===== config.mk =====
export PLATFORM = sky130hd
export DESIGN_NAME = window_extrema_tracker
export DESIGN_NICKNAME = d
export VERILOG_FILES = /design/src/rtl/window_extrema_tracker.sv
export SDC_FILE = /design/constraint.sdc
export NUM_CORES = 1
export LEC_CHECK = 0
export ABC_CLOCK_PERIOD_IN_PS = 1900
export CAP_MARGIN = 20
export CELL_PAD_IN_SITES_DETAIL_PLACEMENT = 0
export CELL_PAD_IN_SITES_GLOBAL_PLACEMENT = 1
export CORE_UTILIZATION = 39
export CTS_CLUSTER_SIZE = 40
export DETAILED_ROUTE_END_ITERATION = 6
export GPL_TIMING_DRIVEN = 0
export PLACE_DENSITY_LB_ADDON = 0.15
export SETUP_SLACK_MARGIN = 0.2
export SYNTH_ARGS = -nofsm -noshare
export SYNTH_HDL_FRONTEND = slang
export SYNTH_SLANG_ARGS = --single-unit

===== constraint.sdc =====
create_clock -name clk -period 1.9 [get_ports clk]
set_clock_uncertainty 0.1 [all_clocks]
set_input_delay 0.38 -clock clk [delete_from_list [all_inputs] [get_ports clk]]
set_output_delay 0.38 -clock clk [all_outputs]
set_load 0.005 [all_outputs]

===== src/rtl/window_extrema_tracker.sv =====
// Per-window max/min and rise/fall statistics over WIN_LEN accepted samples, valid/ready on both sides.
// Optional macro TRACKER_ARGMAX_EN adds out_max_idx, the index of the first occurrence of the maximum.
module window_extrema_tracker #(
    parameter int WIDTH   = 4,
    parameter int WIN_LEN = 8,
    parameter int CNT_W   = 3
) (
    input  logic             clk,
    input  logic             rst_n,
    input  logic             clear,
    input  logic             in_valid,
    output logic             in_ready,
    input  logic [WIDTH-1:0] in_data,
    output logic             out_valid,
    input  logic             out_ready,
    output logic [WIDTH-1:0] out_max,
    output logic [WIDTH-1:0] out_min,
    output logic [CNT_W-1:0] out_rise,
    output logic [CNT_W-1:0] out_fall
`ifdef TRACKER_ARGMAX_EN
    ,
    output logic [CNT_W-1:0] out_max_idx
`endif
);

    typedef enum logic {ACCUM, HOLD} state_t;

    state_t           state;
    logic [CNT_W-1:0] idx;
    logic [CNT_W-1:0] rise_cnt;
    logic [CNT_W-1:0] fall_cnt;
    logic [WIDTH-1:0] run_max;
    logic [WIDTH-1:0] run_min;
    logic [WIDTH-1:0] prev;

    logic             accept;
    logic             first;
    logic             last;
    logic [WIDTH-1:0] nxt_max;
    logic [WIDTH-1:0] nxt_min;
    logic [CNT_W-1:0] nxt_rise;
    logic [CNT_W-1:0] nxt_fall;

    assign in_ready = (state == ACCUM);
    assign accept   = in_valid && in_ready;
    assign first    = (idx == '0);
    assign last     = (idx == CNT_W'(WIN_LEN - 1));

    // Running statistics including the sample on in_data; only meaningful when it is accepted.
    always_comb begin
        nxt_max  = run_max;
        nxt_min  = run_min;
        nxt_rise = rise_cnt;
        nxt_fall = fall_cnt;
        if (first) begin
            nxt_max  = in_data;
            nxt_min  = in_data;
            nxt_rise = '0;
            nxt_fall = '0;
        end else begin
            if (in_data > run_max) nxt_max = in_data;
            if (in_data < run_min) nxt_min = in_data;
            if (in_data > prev)    nxt_rise = rise_cnt + CNT_W'(1);
            if (in_data < prev)    nxt_fall = fall_cnt + CNT_W'(1);
        end
    end

`ifdef TRACKER_ARGMAX_EN
    logic [CNT_W-1:0] run_max_idx;
    logic [CNT_W-1:0] nxt_max_idx;

    // Strict compare so ties keep the earliest index.
    always_comb begin
        nxt_max_idx = run_max_idx;
        if (first)
            nxt_max_idx = '0;
        else if (in_data > run_max)
            nxt_max_idx = idx;
    end

    always_ff @(posedge clk or negedge rst_n) begin
        if (!rst_n) begin
            run_max_idx <= '0;
            out_max_idx <= '0;
        end else if (clear) begin
            run_max_idx <= '0;
            out_max_idx <= '0;
        end else if (accept) begin
            run_max_idx <= nxt_max_idx;
            if (last) out_max_idx <= nxt_max_idx;
        end
    end
`endif

    always_ff @(posedge clk or negedge rst_n) begin
        if (!rst_n) begin
            state     <= ACCUM;
            out_valid <= 1'b0;
            idx       <= '0;
            rise_cnt  <= '0;
            fall_cnt  <= '0;
            run_max   <= '0;
            run_min   <= '0;
            prev      <= '0;
            out_max   <= '0;
            out_min   <= '0;
            out_rise  <= '0;
            out_fall  <= '0;
        end else if (clear) begin
            state     <= ACCUM;
            out_valid <= 1'b0;
            idx       <= '0;
            rise_cnt  <= '0;
            fall_cnt  <= '0;
            run_max   <= '0;
            run_min   <= '0;
            prev      <= '0;
        end else begin
            case (state)
                ACCUM: begin
                    if (accept) begin
                        run_max  <= nxt_max;
                        run_min  <= nxt_min;
                        rise_cnt <= nxt_rise;
                        fall_cnt <= nxt_fall;
                        prev     <= in_data;
                        idx      <= idx + CNT_W'(1);
                        if (last) begin
                            out_max   <= nxt_max;
                            out_min   <= nxt_min;
                            out_rise  <= nxt_rise;
                            out_fall  <= nxt_fall;
                            out_valid <= 1'b1;
                            state     <= HOLD;
                        end
                    end
                end
                HOLD: begin
                    // Results stay on out_* after handoff until the next window end.
                    if (out_ready) begin
                        state     <= ACCUM;
                        out_valid <= 1'b0;
                        idx       <= '0;
                        rise_cnt  <= '0;
                        fall_cnt  <= '0;
                    end
                end
                default: begin
                    state     <= ACCUM;
                    out_valid <= 1'b0;
                end
            endcase
        end
    end

endmodule


Word level (Yosys, flattened, before mapping)
Index checks and enable logic that the tools add are counted.

Output and inout bits: 16. Memories: 0. Latch bits: 0. Register bits after elaboration: 37. Word-level logic and storage cells: 70. Input bits: 9. Bits in read-only memories: 0. Memory bits (writable): 0.

Shift operators: 0. Div/mod/pow operators: 0. Add/sub/neg operators: 3. Reductions and logical operators: 7. $lt $le $gt $ge: 4. Bitwise gates (word level): 2. Equality and inequality tests: 5. Mux-type cells: 37. Multipliers: 0.

Operators by type and width (number): $mux W4 (13); $mux W3 (11); $pmux W3 S2 (3); $add A3 B1 Y3 const B (3); $gt A4 B4 Y1 (2); $lt A4 B4 Y1 (2); $mux W1 (8); $ne A3 B2 Y1 const B (2); $pmux W1 S2 (2); $reduce_and A2 Y1 (2); $reduce_and A4 Y1 (1); $eq A3 B3 Y1 const B (1); $logic_not A3 Y1 (1); $ne A3 B3 Y1 const B (1); $reduce_and A3 Y1 (1); $ne A2 B2 Y1 const B (1); $not A1 Y1 (2); $reduce_bool A2 Y1 (1); $logic_and A1 B1 Y1 (1).

Longest topological paths before layout
Depth after elaboration: 6. Gate-level depth with buffers: 7.

Worst setup path before layout
No wires, ideal clock.

Kind: input to register. From: in in_data[3]. To: reg fall_cnt[0]. Stages: 5. Slack: 55 ps. Library setup time: 125 ps. Arrival: 1620 ps. Cells stage by stage: ha_1 -> a21oi_1 -> nand2_1 -> a21o_1 -> mux2_4.

Cells in the longest elaborated chain, start to end: 6.

RTL lines: from (decl) (RTL line 13) `input logic [WIDTH-1:0] in_data,`; $lt A4 B4 Y1 (RTL line 64) `if (in_data < prev) nxt_fall = fall_cnt + CNT_W'(1);`; $mux W3 (RTL line 64); $mux W3 (RTL line 55) `if (first) begin`; $mux W3 (RTL line 121) `if (accept) begin`; $pmux W3 S2 (RTL line 119) `case (state)`; $mux W3 (RTL line 109) `end else if (clear) begin`; to (signal assigned) (RTL line 125) `fall_cnt <= nxt_fall;`; to (decl) (RTL line 31) `logic [CNT_W-1:0] fall_cnt;`.

No other way between the ends. The select of a mux whose other input is x is not followed. A chain may end at the register's enable or synchronous reset.

Worst setup path in the final report
From: reg prev[1]. To: reg fall_cnt[0].

Cells in the longest elaborated chain, start to end: 6.

RTL lines: from (decl) (RTL line 34) `logic [WIDTH-1:0] prev;`; from (signal assigned) (RTL line 126) `prev <= in_data;`; $lt A4 B4 Y1 (RTL line 64); $mux W3 (RTL line 64); $mux W3 (RTL line 55); $mux W3 (RTL line 121); $pmux W3 S2 (RTL line 119); $mux W3 (RTL line 109).

No other way between the ends. The select of a mux whose other input is x is not followed.

==> results.md <==
* Status: completed
* Critical path class: reg2reg
* Final ANT Viol Nets at 0
* Most common cell after layout, fill and taps aside: dfrtp_1
* CP endpoint kind: flop
* Worst-path clk slew at 0.07 ns
* Port bufs at 23
* GP Congestion at 0.782
* Final HPWL DP at 3140 um
* Min-Delay Path Class: in2async
* CTS root buf: clkbuf_8
* Synth Net Count at 229
* RSZ-0062 raised after global routing: true
* Synth Instances at 203
* Iteration-0 DRC Markers at 61
* Period minus WS final at 1.86 ns
* Peak supply drop at 0.270 mV
* Dpl cells at 296
* CP Launch Type: flop
* Max-slew violations at 0
* WL/cell at 14.7 um
* Mapped Avg Cell Area at 10.2 um^2
* TritonCTS clock tree: built
* Fill cells at 499
* Vias per inst at 5.08
* Post-route design area at 0.00280 mm^2
* Die area at 0.00558 mm^2
* GRT overflow at 0
* Clock Sink Count at 37
* Top cell type's share of synthesized area at 0.449
* GRT Util Overall at 0.190
* Critical path arrival at 1.93 ns
* Wire length of the first global-routing pass at 7730 um
* Most area-consuming cells after synthesis: dfrtp_1 45%, ha_1 10%, mux2i_1 8.3%
* Starting Density at 0.404
* Initial antenna violation count at 0
* CTS Buf Count at 5
* Max Cap Viol at 0
* Final hold vios at 0
* Leading area contributor after synthesis: dfrtp_1
* TNS Setup at 0 ns
* Finished Layout Cells at 317
* CP required at 1.97 ns
* Nets at 274
* Worst Tran Pin Value at 0.828 ns
* Vias in the first global route at 1,507
* FF+latch count, synth at 37
* Die Wd at 74.7 um
* Fin util at 0.548
* Max clock buf depth at 2
* Critical Path Fanout Max at 5
* Share of cells above drive strength 1 at 0.300
* H-Tree Depth at 2
* Worst relative slew slack at 0.448
* Pwr dens at 649 mW/mm^2
* Row count at 26
* Die H at 74.7 um
* Via Count at 1,610
* Register area share after synthesis at 0.449
* Most frequent cells in the layout: 37 x dfrtp_1, 29 x nand2_1, 16 x buf_4, 16 x clkdlybuf4s50_1, 15 x mux2i_1
* Worst skew pair latency at 0.28 ns
* Leakage at 1.25 nW
* Placed Area at 0.00244 mm^2
* Achievable frequency at 0.538 GHz
* CORE AREA at 0.00511 mm^2
* Setup violations, final at 0
* Diodes inserted at 0
* Routed wire length at 4650 um
* Synth Cell Area at 0.00206 mm^2
* IO Count at 25
* Area delta synth->final at 35.7%
* DRC viols at 0
* Yosys cell types at 40
* Pre-Repair DR Iteration Count at 4
* Largest net degree at the start of global routing at 38
* Fin crit share at 0.978
* Warnings, synthesis at 0
## path summary, 6_finish.rpt
check                         endpoint  slack, ns  cells after the start        start
max                        fall_cnt[0]       0.04                      7      prev[1]
min                         out_min[2]       0.09                      1        rst_n
max reg2reg                fall_cnt[0]       0.04                      7      prev[1]
min reg2reg                out_rise[2]       0.38                      2  out_rise[2]
max in group asynchronous  rise_cnt[2]       1.09                      1        rst_n
min in group clk               prev[0]       0.31                      2        clear
## worst max-delay path: stages, from the launching register on
cell      delay, ns
dfrtp_1        0.39
inv_2          0.07
ha_4           0.19
nor2b_4        0.13
o211ai_4       0.31
nand2_2        0.12
a21o_1         0.18
mux2_4         0.25
## through the flow
stage | power [mW] | worst slack, ns | hold slack (ns)
after floorplan | 1.10 | 0.171 | -0.0156
after global placement | 1.20 | -0.707 | 0.365
final | 1.82 | 0.0426 | 0.0898
after detailed placement | 1.20 | -0.760 | 0.372
after global routing | 1.91 | -0.0238 | 0.161
after CTS | 1.79 | 0.114 | 0.129
## metal layers
| layer | global-route usage | part of all wire | up-vias |
|---|---|---|---|
| li1 | - | - | 801 |
| met1 | 0.269 | 0.51 | 768 |
| met2 | 0.290 | 0.45 | 36 |
| met3 | 0.0442 | 0.029 | 5 |
| met4 | 0.0503 | 0.0088 | 0 |
| met5 | 0 | 0 | - |
## Yosys cell counts
library cell / n
dfrtp_1: 37
nand2_1: 31
ha_1: 17
mux2i_1: 17
o21ai_0: 16
inv_1: 13
nor2_1: 13
a21oi_1: 8
nand3_1: 4
nor2b_1: 4
o31ai_1: 4
clkbuf_1: 3
a21o_1: 2
a22o_1: 2
nand2b_1: 2
nand4_1: 2
nor2_2: 2
o21ai_1: 2
xnor2_1: 2
xor2_1: 2
a2111oi_4: 1
a211oi_1: 1
a21boi_2: 1
a21oi_2: 1
a31oi_1: 1
a31oi_4: 1
a32o_1: 1
a32oi_1: 1
a41o_1: 1
and3_1: 1
buf_2: 1
buf_4: 1
mux2_4: 1
nor2b_4: 1
nor3b_1: 1
o2111ai_2: 1
o211ai_2: 1
o21a_1: 1
o21ai_2: 1
or2b_1: 1
## power breakdown
group,internal (mW),switching (mW),leakage [nW]
Clock,0.241,0.270,0.0399
Sequential,0.816,0.0235,0.507
Combinational,0.215,0.251,0.703
## cell type report
cell class | count | area [um^2] | area share
Clock buffer | 5 | 68.8 | 0.0246
Inverter | 13 | 48.8 | 0.0174
Multi-Input combinational cell | 148 | 1310 | 0.467
Sequential cell | 37 | 926 | 0.331
Timing Repair Buffer | 38 | 325 | 0.116
Tap cell | 70 | 87.6 | 0.0313
Buffer | 5 | 31.3 | 0.0112
Clock inverter | 1 | 5.00 | 0.00179
## sequential cells by signal, indices dropped and copies added, names as in the netlist
register	count
out_rise	3
run_min	4
out_max	4
fall_cnt	3
rise_cnt	3
prev	4
out_valid	1
out_fall	3
idx	3
out_min	4
run_max	4
state	1
## repair_timing
item | in CTS | in global routing
hold buffers | 0 | 0
gates resized for setup | 46 | 23
endpoints found under the setup margin | 31 | 29
pin swaps | 10 | 9
hold endpoints to repair | 0 | 0
setup buffers | 11 | 4
## kinds of logic after synthesis
group                    count (synthesis)  synth area share
flip-flops                              37             0.449
AND/OR/NAND/NOR                         62             0.137
XOR/XNOR                                 4            0.0170
buffers and inverters                   18            0.0352
AO/OA/AOI/OAI                           47             0.169
multiplexers                            18            0.0898
adder cells (fa/ha/maj)                 17             0.103
(Power assumes the default switching activity.)
